--- src/rtl/viterbi_stream_decoder.sv ---
// ---------------------------------------------------------------------------
// viterbi_stream_decoder
//
// Frame-based hard-decision Viterbi decoder for a rate-1/2, K=3 convolutional
// code. A frame of FRAME_LEN received symbols is collected through a
// valid/ready input handshake. The decoder then runs one add-compare-select
// step per cycle over the whole frame, traces back through the survivor
// memory one step per cycle, and finally presents the decoded bits, the
// re-encoded (corrected) codeword and the final path metric behind a
// valid/ready output handshake.
//
// Ports:
//   clk                 rising-edge clock
//   rst                 asynchronous, active-low reset
//   in_sym[1:0]         received hard symbol {c1,c0}
//   in_valid            in_sym is valid
//   in_ready            decoder accepts a symbol this cycle
//   out_valid           frame results valid, held until accepted
//   out_ready           consumer accepts results
//   decoded_bits        bit t = decoded input of trellis step t
//   corrected_codeword  bits [2t+1:2t] = re-encoded symbol of step t
//   path_metric_out     metric of the traceback start state
//   err_total[15:0]     only with VITERBI_ERR_CNT_EN: running, saturating
//                       sum of path_metric_out over accepted frames
//
// Optional feature macro: VITERBI_ERR_CNT_EN
//
// Trellis state is {s1,s0} with s1 the most recent input bit. Input u moves
// state {a,b} to {u,a}; the branch output is computed from the register
// {u,a,b} masked by the generator polynomials G1 (c1) and G2 (c0).
// ---------------------------------------------------------------------------
module viterbi_stream_decoder #(
  parameter int         FRAME_LEN  = 8,
  parameter logic [2:0] G1         = 3'b111,
  parameter logic [2:0] G2         = 3'b101,
  parameter int         PM_W       = 8,
  parameter int         TERMINATED = 1
) (
  input  logic                   clk,
  input  logic                   rst,
  input  logic [1:0]             in_sym,
  input  logic                   in_valid,
  output logic                   in_ready,
  output logic                   out_valid,
  input  logic                   out_ready,
  output logic [FRAME_LEN-1:0]   decoded_bits,
  output logic [2*FRAME_LEN-1:0] corrected_codeword,
  output logic [PM_W-1:0]        path_metric_out
`ifdef VITERBI_ERR_CNT_EN
  ,
  output logic [15:0]            err_total
`endif
);

  localparam int               IDX_W    = (FRAME_LEN > 1) ? $clog2(FRAME_LEN) : 1;
  localparam logic [IDX_W-1:0] LAST_IDX = IDX_W'(FRAME_LEN - 1);
  localparam logic [PM_W-1:0]  PM_MAX   = {PM_W{1'b1}};

  // TSTART is the single cycle between the last ACS step and the first
  // traceback step in which the start state is chosen from the settled PMs.
  typedef enum logic [2:0] {
    ST_LOAD,
    ST_ACS,
    ST_TSTART,
    ST_TRACE,
    ST_OUT
  } state_e;

  state_e                 state_q;
  logic                   inReady_q;
  logic                   outValid_q;
  logic [IDX_W-1:0]       stepCnt_q;
  logic [PM_W-1:0]        pm_q [4];
  logic [PM_W-1:0]        pm_d [4];
  logic [3:0]             surv_d;
  logic [1:0]             curState_q;
  logic [FRAME_LEN-1:0]   decoded_q;
  logic [2*FRAME_LEN-1:0] codeword_q;
  logic [PM_W-1:0]        pmOut_q;

  // Frame storage: received symbols and one survivor bit per state per step.
  logic [1:0]             symMem_q  [FRAME_LEN];
  logic [3:0]             survMem_q [FRAME_LEN];

  logic                   accept;
  logic [1:0]             startState;
  logic [1:0]             minState;
  logic [PM_W-1:0]        minPm;
  logic                   survBit;
  logic [1:0]             traceSym;

`ifdef VITERBI_ERR_CNT_EN
  logic [15:0]            errTotal_q;
  logic [16:0]            errSum;
`endif

  // Branch output for the shift register {u,a,b}.
  function automatic logic [1:0] branchOut(input logic u, input logic a, input logic b);
    logic [2:0] r;
    r = {u, a, b};
    return {^(r & G1), ^(r & G2)};
  endfunction

  // Hamming distance between two 2-bit symbols (0..2).
  function automatic logic [1:0] hamming(input logic [1:0] x, input logic [1:0] y);
    logic [1:0] d;
    d = x ^ y;
    return {1'b0, d[1]} + {1'b0, d[0]};
  endfunction

  // Saturating metric add. An unreachable (PM_MAX) predecessor stays
  // unreachable so it can never beat a genuine path after wrap-around.
  function automatic logic [PM_W-1:0] addSat(input logic [PM_W-1:0] pm, input logic [1:0] bm);
    logic [PM_W:0] s;
    s = {1'b0, pm} + {{(PM_W-1){1'b0}}, bm};
    if (pm == PM_MAX || s[PM_W]) begin
      return PM_MAX;
    end
    return s[PM_W-1:0];
  endfunction

  assign accept = in_valid & inReady_q;

  // Add-compare-select for the current trellis step. State {u,a} has the
  // predecessors {a,0} and {a,1}; on equal candidates the b=0 predecessor
  // wins, which the survivor bit records as 0.
  always_comb begin : acsComb
    logic [PM_W-1:0] cand0;
    logic [PM_W-1:0] cand1;
    logic [1:0]      sym;
    cand0  = '0;
    cand1  = '0;
    sym    = symMem_q[stepCnt_q];
    surv_d = '0;
    for (int ns = 0; ns < 4; ns++) begin
      cand0 = addSat(pm_q[{ns[0], 1'b0}], hamming(branchOut(ns[1], ns[0], 1'b0), sym));
      cand1 = addSat(pm_q[{ns[0], 1'b1}], hamming(branchOut(ns[1], ns[0], 1'b1), sym));
      if (cand0 <= cand1) begin
        pm_d[ns[1:0]]   = cand0;
        surv_d[ns[1:0]] = 1'b0;
      end else begin
        pm_d[ns[1:0]]   = cand1;
        surv_d[ns[1:0]] = 1'b1;
      end
    end
  end

  // Traceback start: state 00 for terminated frames, otherwise the
  // lowest-index state holding the minimum metric (strict < keeps the
  // lower index on ties).
  always_comb begin : startSel
    minState = 2'd0;
    minPm    = pm_q[0];
    for (int s = 1; s < 4; s++) begin
      if (pm_q[s] < minPm) begin
        minPm    = pm_q[s];
        minState = s[1:0];
      end
    end
    startState = (TERMINATED != 0) ? 2'd0 : minState;
  end

  // One traceback step: the survivor bit is the b of the predecessor
  // {s0,b}; the branch taken into the current state re-creates the symbol.
  assign survBit  = survMem_q[stepCnt_q][curState_q];
  assign traceSym = branchOut(curState_q[1], curState_q[0], survBit);

`ifdef VITERBI_ERR_CNT_EN
  assign errSum = {1'b0, errTotal_q} + 17'(pmOut_q);
`endif

  // Frame memories carry pure data and need no reset; stale contents are
  // always overwritten before they are read in the next frame.
  always_ff @(posedge clk) begin
    if (state_q == ST_LOAD && accept) begin
      symMem_q[stepCnt_q] <= in_sym;
    end
    if (state_q == ST_ACS) begin
      survMem_q[stepCnt_q] <= surv_d;
    end
  end

  // Control FSM with registered handshakes and result registers. The step
  // counter counts up while loading and during ACS, then down during
  // traceback so it directly addresses the step being resolved.
  always_ff @(posedge clk or negedge rst) begin
    if (!rst) begin
      state_q    <= ST_LOAD;
      inReady_q  <= 1'b0;
      outValid_q <= 1'b0;
      stepCnt_q  <= '0;
      pm_q[0]    <= '0;
      pm_q[1]    <= PM_MAX;
      pm_q[2]    <= PM_MAX;
      pm_q[3]    <= PM_MAX;
      curState_q <= 2'd0;
      decoded_q  <= '0;
      codeword_q <= '0;
      pmOut_q    <= '0;
`ifdef VITERBI_ERR_CNT_EN
      errTotal_q <= '0;
`endif
    end else begin
      case (state_q)
        ST_LOAD: begin
          inReady_q <= 1'b1;
          if (accept) begin
            if (stepCnt_q == LAST_IDX) begin
              stepCnt_q <= '0;
              inReady_q <= 1'b0;
              state_q   <= ST_ACS;
            end else begin
              stepCnt_q <= stepCnt_q + 1'b1;
            end
          end
        end
        ST_ACS: begin
          for (int s = 0; s < 4; s++) begin
            pm_q[s] <= pm_d[s];
          end
          if (stepCnt_q == LAST_IDX) begin
            state_q <= ST_TSTART;
          end else begin
            stepCnt_q <= stepCnt_q + 1'b1;
          end
        end
        ST_TSTART: begin
          curState_q <= startState;
          pmOut_q    <= pm_q[startState];
          state_q    <= ST_TRACE;
        end
        ST_TRACE: begin
          decoded_q[stepCnt_q]                 <= curState_q[1];
          codeword_q[{stepCnt_q, 1'b0} +: 2]   <= traceSym;
          curState_q                           <= {curState_q[0], survBit};
          if (stepCnt_q == '0) begin
            outValid_q <= 1'b1;
            state_q    <= ST_OUT;
          end else begin
            stepCnt_q <= stepCnt_q - 1'b1;
          end
        end
        ST_OUT: begin
          if (out_ready) begin
            outValid_q <= 1'b0;
            inReady_q  <= 1'b1;
            stepCnt_q  <= '0;
            pm_q[0]    <= '0;
            pm_q[1]    <= PM_MAX;
            pm_q[2]    <= PM_MAX;
            pm_q[3]    <= PM_MAX;
            state_q    <= ST_LOAD;
`ifdef VITERBI_ERR_CNT_EN
            errTotal_q <= errSum[16] ? 16'hFFFF : errSum[15:0];
`endif
          end
        end
        default: begin
          state_q <= ST_LOAD;
        end
      endcase
    end
  end

  assign in_ready           = inReady_q;
  assign out_valid          = outValid_q;
  assign decoded_bits       = decoded_q;
  assign corrected_codeword = codeword_q;
  assign path_metric_out    = pmOut_q;
`ifdef VITERBI_ERR_CNT_EN
  assign err_total          = errTotal_q;
`endif

endmodule

--- config.mk ---
export PLATFORM = sky130hd
export DESIGN_NAME = viterbi_stream_decoder
export DESIGN_NICKNAME = d
export VERILOG_FILES = /design/src/rtl/viterbi_stream_decoder.sv
export SDC_FILE = /design/constraint.sdc
export NUM_CORES = 1
export LEC_CHECK = 0
export BUFFER_PORTS_ARGS = -buffer_cell sky130_fd_sc_hd__buf_2
export CAP_MARGIN = 20
export CORE_MARGIN = 2
export CORE_UTILIZATION = 50
export CTS_CLUSTER_SIZE = 24
export DETAILED_ROUTE_END_ITERATION = 10
export PLACE_DENSITY = 0.7
export SETUP_SLACK_MARGIN = 0.02
export SLEW_MARGIN = 15
export SYNTH_ARGS = -nofsm -noshare
export SYNTH_HDL_FRONTEND = slang
export SYNTH_SLANG_ARGS = --single-unit
export TNS_END_PERCENT = 1
--- constraint.sdc ---
create_clock -name clk -period 6.4 [get_ports clk]
set_input_delay 0.32 -clock clk [delete_from_list [all_inputs] [get_ports clk]]
set_output_delay 0.32 -clock clk [all_outputs]
set_load 0.05 [all_outputs]
## Word level (Yosys, flattened, before mapping)

Memory sizes are Yosys's and may differ from the RTL's.
Cells that the tools add are included.

- Memories kept: 2
- Register bits: 74
- Word-level logic and storage cells: 145
- Output and inout port bits: 34
- Input port bits: 6
- RAM bits: 48

- Reductions and logical operators: 24
- Equality and inequality tests: 16
- Muxes and demuxes: 63
- Order comparisons: 7
- Bitwise operators: 4
- Shifts and indexed selects: 2
- Add/sub/neg operators: 15

Memory list:

| memory | words | bits a word | rd ports | clocked after memory_dff | write ports | RTL line | text |
|---|---|---|---|---|---|---|---|
| survMem_q | 8 | 4 | 1 | 0 | 1 | 83 | `logic [3:0] survMem_q [FRAME_LEN];` |
| symMem_q | 8 | 2 | 1 | 0 | 1 | 82 | `logic [1:0] symMem_q [FRAME_LEN];` |

Operator list:

| operator | number |
|---|---|
| two-way mux 8 bit | 20 |
| adder 8 x 2 -> 9 bit | 8 |
| one-hot mux 32 bit (2 select lines) | 1 |
| == test 8 bit (second input constant) | 4 |
| less-or-equal comparator 8 bit | 4 |
| two-way mux 32 bit | 1 |
| two-way mux 3 bit | 9 |
| two-way mux 1 bit | 23 |
| bitwise mux 16 bit | 1 |
| variable shift 2 x 6 -> 16 bit (first input constant) | 1 |
| indexed part select 2 x 6 -> 16 bit | 1 |
| one-hot mux 3 bit (5 select lines) | 1 |
| one-hot mux 3 bit (4 select lines) | 1 |
| != test 2 bit (second input constant) | 5 |
| AND reduction 5 bit | 2 |
| adder 1 x 1 -> 2 bit | 4 |
| bitwise mux 8 bit | 1 |
| logical OR 1 bit | 8 |
| nonzero test 2 bit | 4 |
| == test 3 x 2 -> 1 bit (second input constant) | 2 |
| == test 3 bit (second input constant) | 2 |
| zero test 3 bit | 2 |
| negation 4 -> 6 bit | 1 |
| XOR reduction 3 bit | 2 |
| 18 further kinds | 23 |

## Depth between registers and ports, before layout

An unclocked memory read counts as a cell.

- Depth after elaboration: 10
- Mapped depth: 25

## Worst setup path before layout

OpenSTA, ideal clock, no wires.

- Path type: reg-to-reg
- Start point: register stepCnt_q[0]
- End point: register pm_q[7] (netlist name)
- Clock period less this slack: 5059 ps
- Buffers on the path: 4
- Cell stages (with the launch flop): 25
- Data arrival time: 4976 ps
- Library setup time: 83 ps
- Path slack: 1341 ps
- Cells stage by stage: dfrtp_1 buf_6 buf_2 buf_1 mux2i_1 nor2_1 a31oi_1 o221a_2 ha_1 inv_1 ha_1 nor2b_1 o21ai_1 nand2_1 o211ai_1 nand2_1 ha_1 nor2b_1 o21a_1 o21a_1 o21bai_1 a21o_1 clkbuf_1 inv_2 o32a_1

- Longest elaborated chain between the ends: 10
- Elaborated cells between the ends (all ways): 16

RTL lines:

| item | RTL line | text |
|---|---|---|
| start, declared | 72 | `logic [IDX_W-1:0] stepCnt_q;` |
| start signal, assigned | 213 | `stepCnt_q <= stepCnt_q + 1'b1;` |
| start signal, assigned | 224 | `stepCnt_q <= stepCnt_q + 1'b1;` |
| start signal, assigned | 240 | `stepCnt_q <= stepCnt_q - 1'b1;` |
| memory (8 x 2 bit) * | - |  |
| NOT 1 bit (no source line) | - |  |
| adder 1 x 1 -> 2 bit | 108 | `return {1'b0, d[1]} + {1'b0, d[0]};` |
| adder 8 x 2 -> 9 bit | 115 | `s = {1'b0, pm} + {{(PM_W-1){1'b0}}, bm};` |
| logical OR 1 bit | 116 | `if (pm == PM_MAX \|\| s[PM_W]) begin` |
| two-way mux 1 bit | 116 |  |
| two-way mux 8 bit | 119 | `return s[PM_W-1:0];` |
| less-or-equal comparator 8 bit | 138 | `if (cand0 <= cand1) begin` |
| two-way mux 8 bit * | 138 |  |
| one-hot mux 32 bit (2 select lines) * | 204 | `case (state_q)` |
| end signal, assigned by index | 219 | `pm_q[s] <= pm_d[s];` |
| end, declared | 73 | `logic [PM_W-1:0] pm_q [4];` |

Every way passes the cells marked *; elsewhere a longest branch is shown, timed or not.
A chain may end at the register's enable or synchronous reset.

## Worst setup path after layout

- Start point: register stepCnt_q[1]
- End point: register pm_q[7] (netlist name)

Same word-level chain as after synthesis.

==> impl_metrics.ini <==
[run_status]
status = complete, no violations

[die]
initial_utilization = 0.505
io-pin-count = 40
die_area_um2 = 16900
chipHeight_um = 130
dieWidth_um = 130
placement_rows = 46
core_region_area_um2 = 15700

[cells_and_area]
area_growth_syn_to_layout_pct = 11.3
filler_cell_count = 1404
non_filler_cells_in_the_finished_layout = 1079
num-nets-final = 911
n_antenna_cell = 0
final_design_area_no_fill_um2 = 8830
register_area_um2 = 3320
drive_gt1_frac = 0.144
multi_input_comb_area_um2 = 4290

[critical_path]
worstSetupEndpointType = flop
timing.setup.critical_path_class = reg2reg
reg2reg_setup_slack_ns = 0.87
regToRegStartpoint = stepCnt_q[1]$_DFFE_PN0P_
crit_fanout = 23
worstPathArrival_ns = 5.87
setup.worst_path.start_class = flop
ff2ff_path_depth = 19
critical_path.reg2reg.endpoint = pm_q[7]$_DFFE_PN1P_
cp.required_ns = 6.74

[synth]
netlist_top_cells_area = edfxtp_1, dfrtp_1, ha_1
synth.avg_cell_area_um2 = 9.58
postSynthCellCount = 828
synthesis.area_um2 = 7940
synth_area_leader_cell = edfxtp_1
ys_dominant_reg_cell = dfrtp_1
synth_top_cell_area_share = 0.182
netlist-cell-type-count = 69
synth_warnings = 0
edff_count_synth = 48
synth_seq_area_share = 0.419
synthMostInstantiatedCell = nand2_1
synth_fp_nets = 889
proportion_of_register_bits_with_asynchronous_set_or_reset_after_synthesis = 0.607
synth_seq_cells = 122
synth_commonest_cells = nand2_1, nor2_1, ha_1

[clock_network]
clock_tree.root_cell = clkbuf_16
num_clock_sinks = 122
worst_setup_hold_path_clk_slew_ns = 0.06
ctsHtreeMaxLevel = 4
cts.repair_timing.setup_buffer_count = 0
cts.hold.buffers_added = 0
cts_resized = 0
cts.path.max_buffers = 2
cts-buffers-inserted = 17
cts_tree = built
clock_network_latency_to_the_later_pin_of_the_worst_skew_pair_ns = 0.42

[grt]
first_global_vias = 5847
global_route_wire_length_before_repair_um = 29800
use_met2 = 0.362
grt_use_total = 0.227
met3_usage = 0.0476
global_route.usage.met1 = 0.306
antenna_found_initial = 0
grt_max_degree = 75
busiest_layer = met2
grt_overflow = 0

[job]
max_cap_viol_count = 0

[min_path]
worstHoldPathType = in2async

[detailed_routing]
drcViolationCount = 0
drt-initial-drc-count = 535
firstDrtPassIters = 5
route.vias.total = 6091
ant_nets = 0
via_density_per_instance = 5.65
postRouteWirelength_um = 18300
avgRoutedWirePerCell_um = 17.0

[place]
numPortBuffers = 39
place_congestion = 0.895
post-place-cells = 1047
preCtsSetupSlack_ns = 0.938
dpl-instance-area_um2 = 8280
post-dp-hpwl_um = 13400

[sta]
tightestPinTransition_ns = 1.05
fin_crit_sh = 0.865
setup-tns-final_ns = 0
post-route-worst-setup-slack_ns = 0.867
layout_min_cycle_time_ns = 5.53
setup_repair_after_global_routing_missed_its_margin = no
maxSlewViolCount = 0
achievable-frequency_ghz = 0.181
final-hold-violation-count = 0
finClkSkew_ns = 0.0131
finish_stage_setup_viols = 0
slew_headroom = 0.294
-- state kept, by name, indices dropped and copies added (netlist names) --
name and count:
stepCnt_q 3, survMem_q 32, symMem_q 16, in_ready 1, decoded_bits 8, path_metric_out 8, out_valid 1, curState_q 2
state_q 3, corrected_codeword 16, pm_q 32
-- cells in the final DEF (no fill, tap or decap), types with 7 or more instances in the layout --
cell	synthesis	final
a21o_1	13	13
ha_1	55	55
nor2b_1	19	19
edfxtp_1	48	48
a31oi_1	8	8
mux2_2	8	8
mux2_1	9	9
nand3b_1	10	10
nor2_1	79	79
nor3_1	11	11
o31ai_1	15	14
a22o_1	10	10
xnor2_1	26	26
a21oi_1	50	50
o21ai_0	13	13
o21ai_1	24	24
nand2_1	90	90
dfrtp_1	50	50
dfstp_2	24	24
buf_2	4	38
nand2b_1	18	18
inv_1	36	36
mux2i_1	30	30
clkbuf_16	0	18
o22a_1	10	10
and2_1	7	7
nand3_1	9	9
nand4_1	13	13
xor2_1	20	20
-- area by class of cell --
cell class / instances / share of cell area
multi-input combinational: 622 / 0.486
sequential: 122 / 0.376
clock buffer: 19 / 0.0525
tap: 216 / 0.0306
timing repair buffer: 44 / 0.0266
inverter: 43 / 0.0183
clock inverter: 13 / 0.0101
-- stage by stage --
| stage | utilization | hold WS [ns] |
|---|---|---|
| after floorplan | - | 0.0244 |
| after global placement | 0.527 | 0.460 |
| after detailed placement | 0.527 | 0.461 |
| after CTS | 0.562 | 0.0980 |
| after global routing | 0.562 | 0.146 |
| final | 0.562 | 0.0613 |
-- critical path, stage by stage, from the launching register on --
cell	delay [ns]
dfrtp_1	0.65
and2b_1	0.38
a221o_1	0.36
o21ai_0	0.08
o211a_1	0.29
ha_1	0.26
inv_1	0.14
ha_1	0.27
nor2b_1	0.15
o21ai_1	0.27
nand2_1	0.22
o211ai_1	0.43
o21ai_1	0.18
ha_1	0.35
a21o_1	0.19
a21o_1	0.17
a21oi_1	0.17
a21o_1	0.43
inv_2	0.16
o32a_1	0.31
-- kinds of logic (layout without fill, tap and decap cells) --
family          after synthesis  count (layout)  share of synthesized area
xor+xnor                     47              47                     0.0528
mux                          50              50                     0.0695
fa+ha+maj                    55              55                     0.0867
compound gates              197             197                      0.170
simple gates                273             273                      0.161
flops                       122             122                      0.419
buf+inv                      84             119                     0.0413
-- worst max path at each step --
| stage | from | end |
|---|---|---|
| final | stepCnt_q[1]$_DFFE_PN0P_ | pm_q[7]$_DFFE_PN1P_ |
| after CTS | stepCnt_q[1]$_DFFE_PN0P_ | pm_q[7]$_DFFE_PN1P_ |
| after floorplan | stepCnt_q[0]$_DFFE_PN0P_ | pm_q[7]$_DFFE_PN1P_ |
| after global placement | stepCnt_q[1]$_DFFE_PN0P_ | pm_q[7]$_DFFE_PN1P_ |
| after global routing | stepCnt_q[1]$_DFFE_PN0P_ | pm_q[7]$_DFFE_PN1P_ |
| after detailed placement | stepCnt_q[1]$_DFFE_PN0P_ | pm_q[7]$_DFFE_PN1P_ |
-- per-layer routing --
metal | share of wire | vias up
met3 | 0.043 | 42
met4 | 0.023 | 0
met5 | 0 | -
met2 | 0.47 | 168
met1 | 0.46 | 2875
li1 | - | 3006
Power is left out: the tool's default activity adds up to more than one toggle a clock period on the data nets, which glitch-free logic cannot reach.
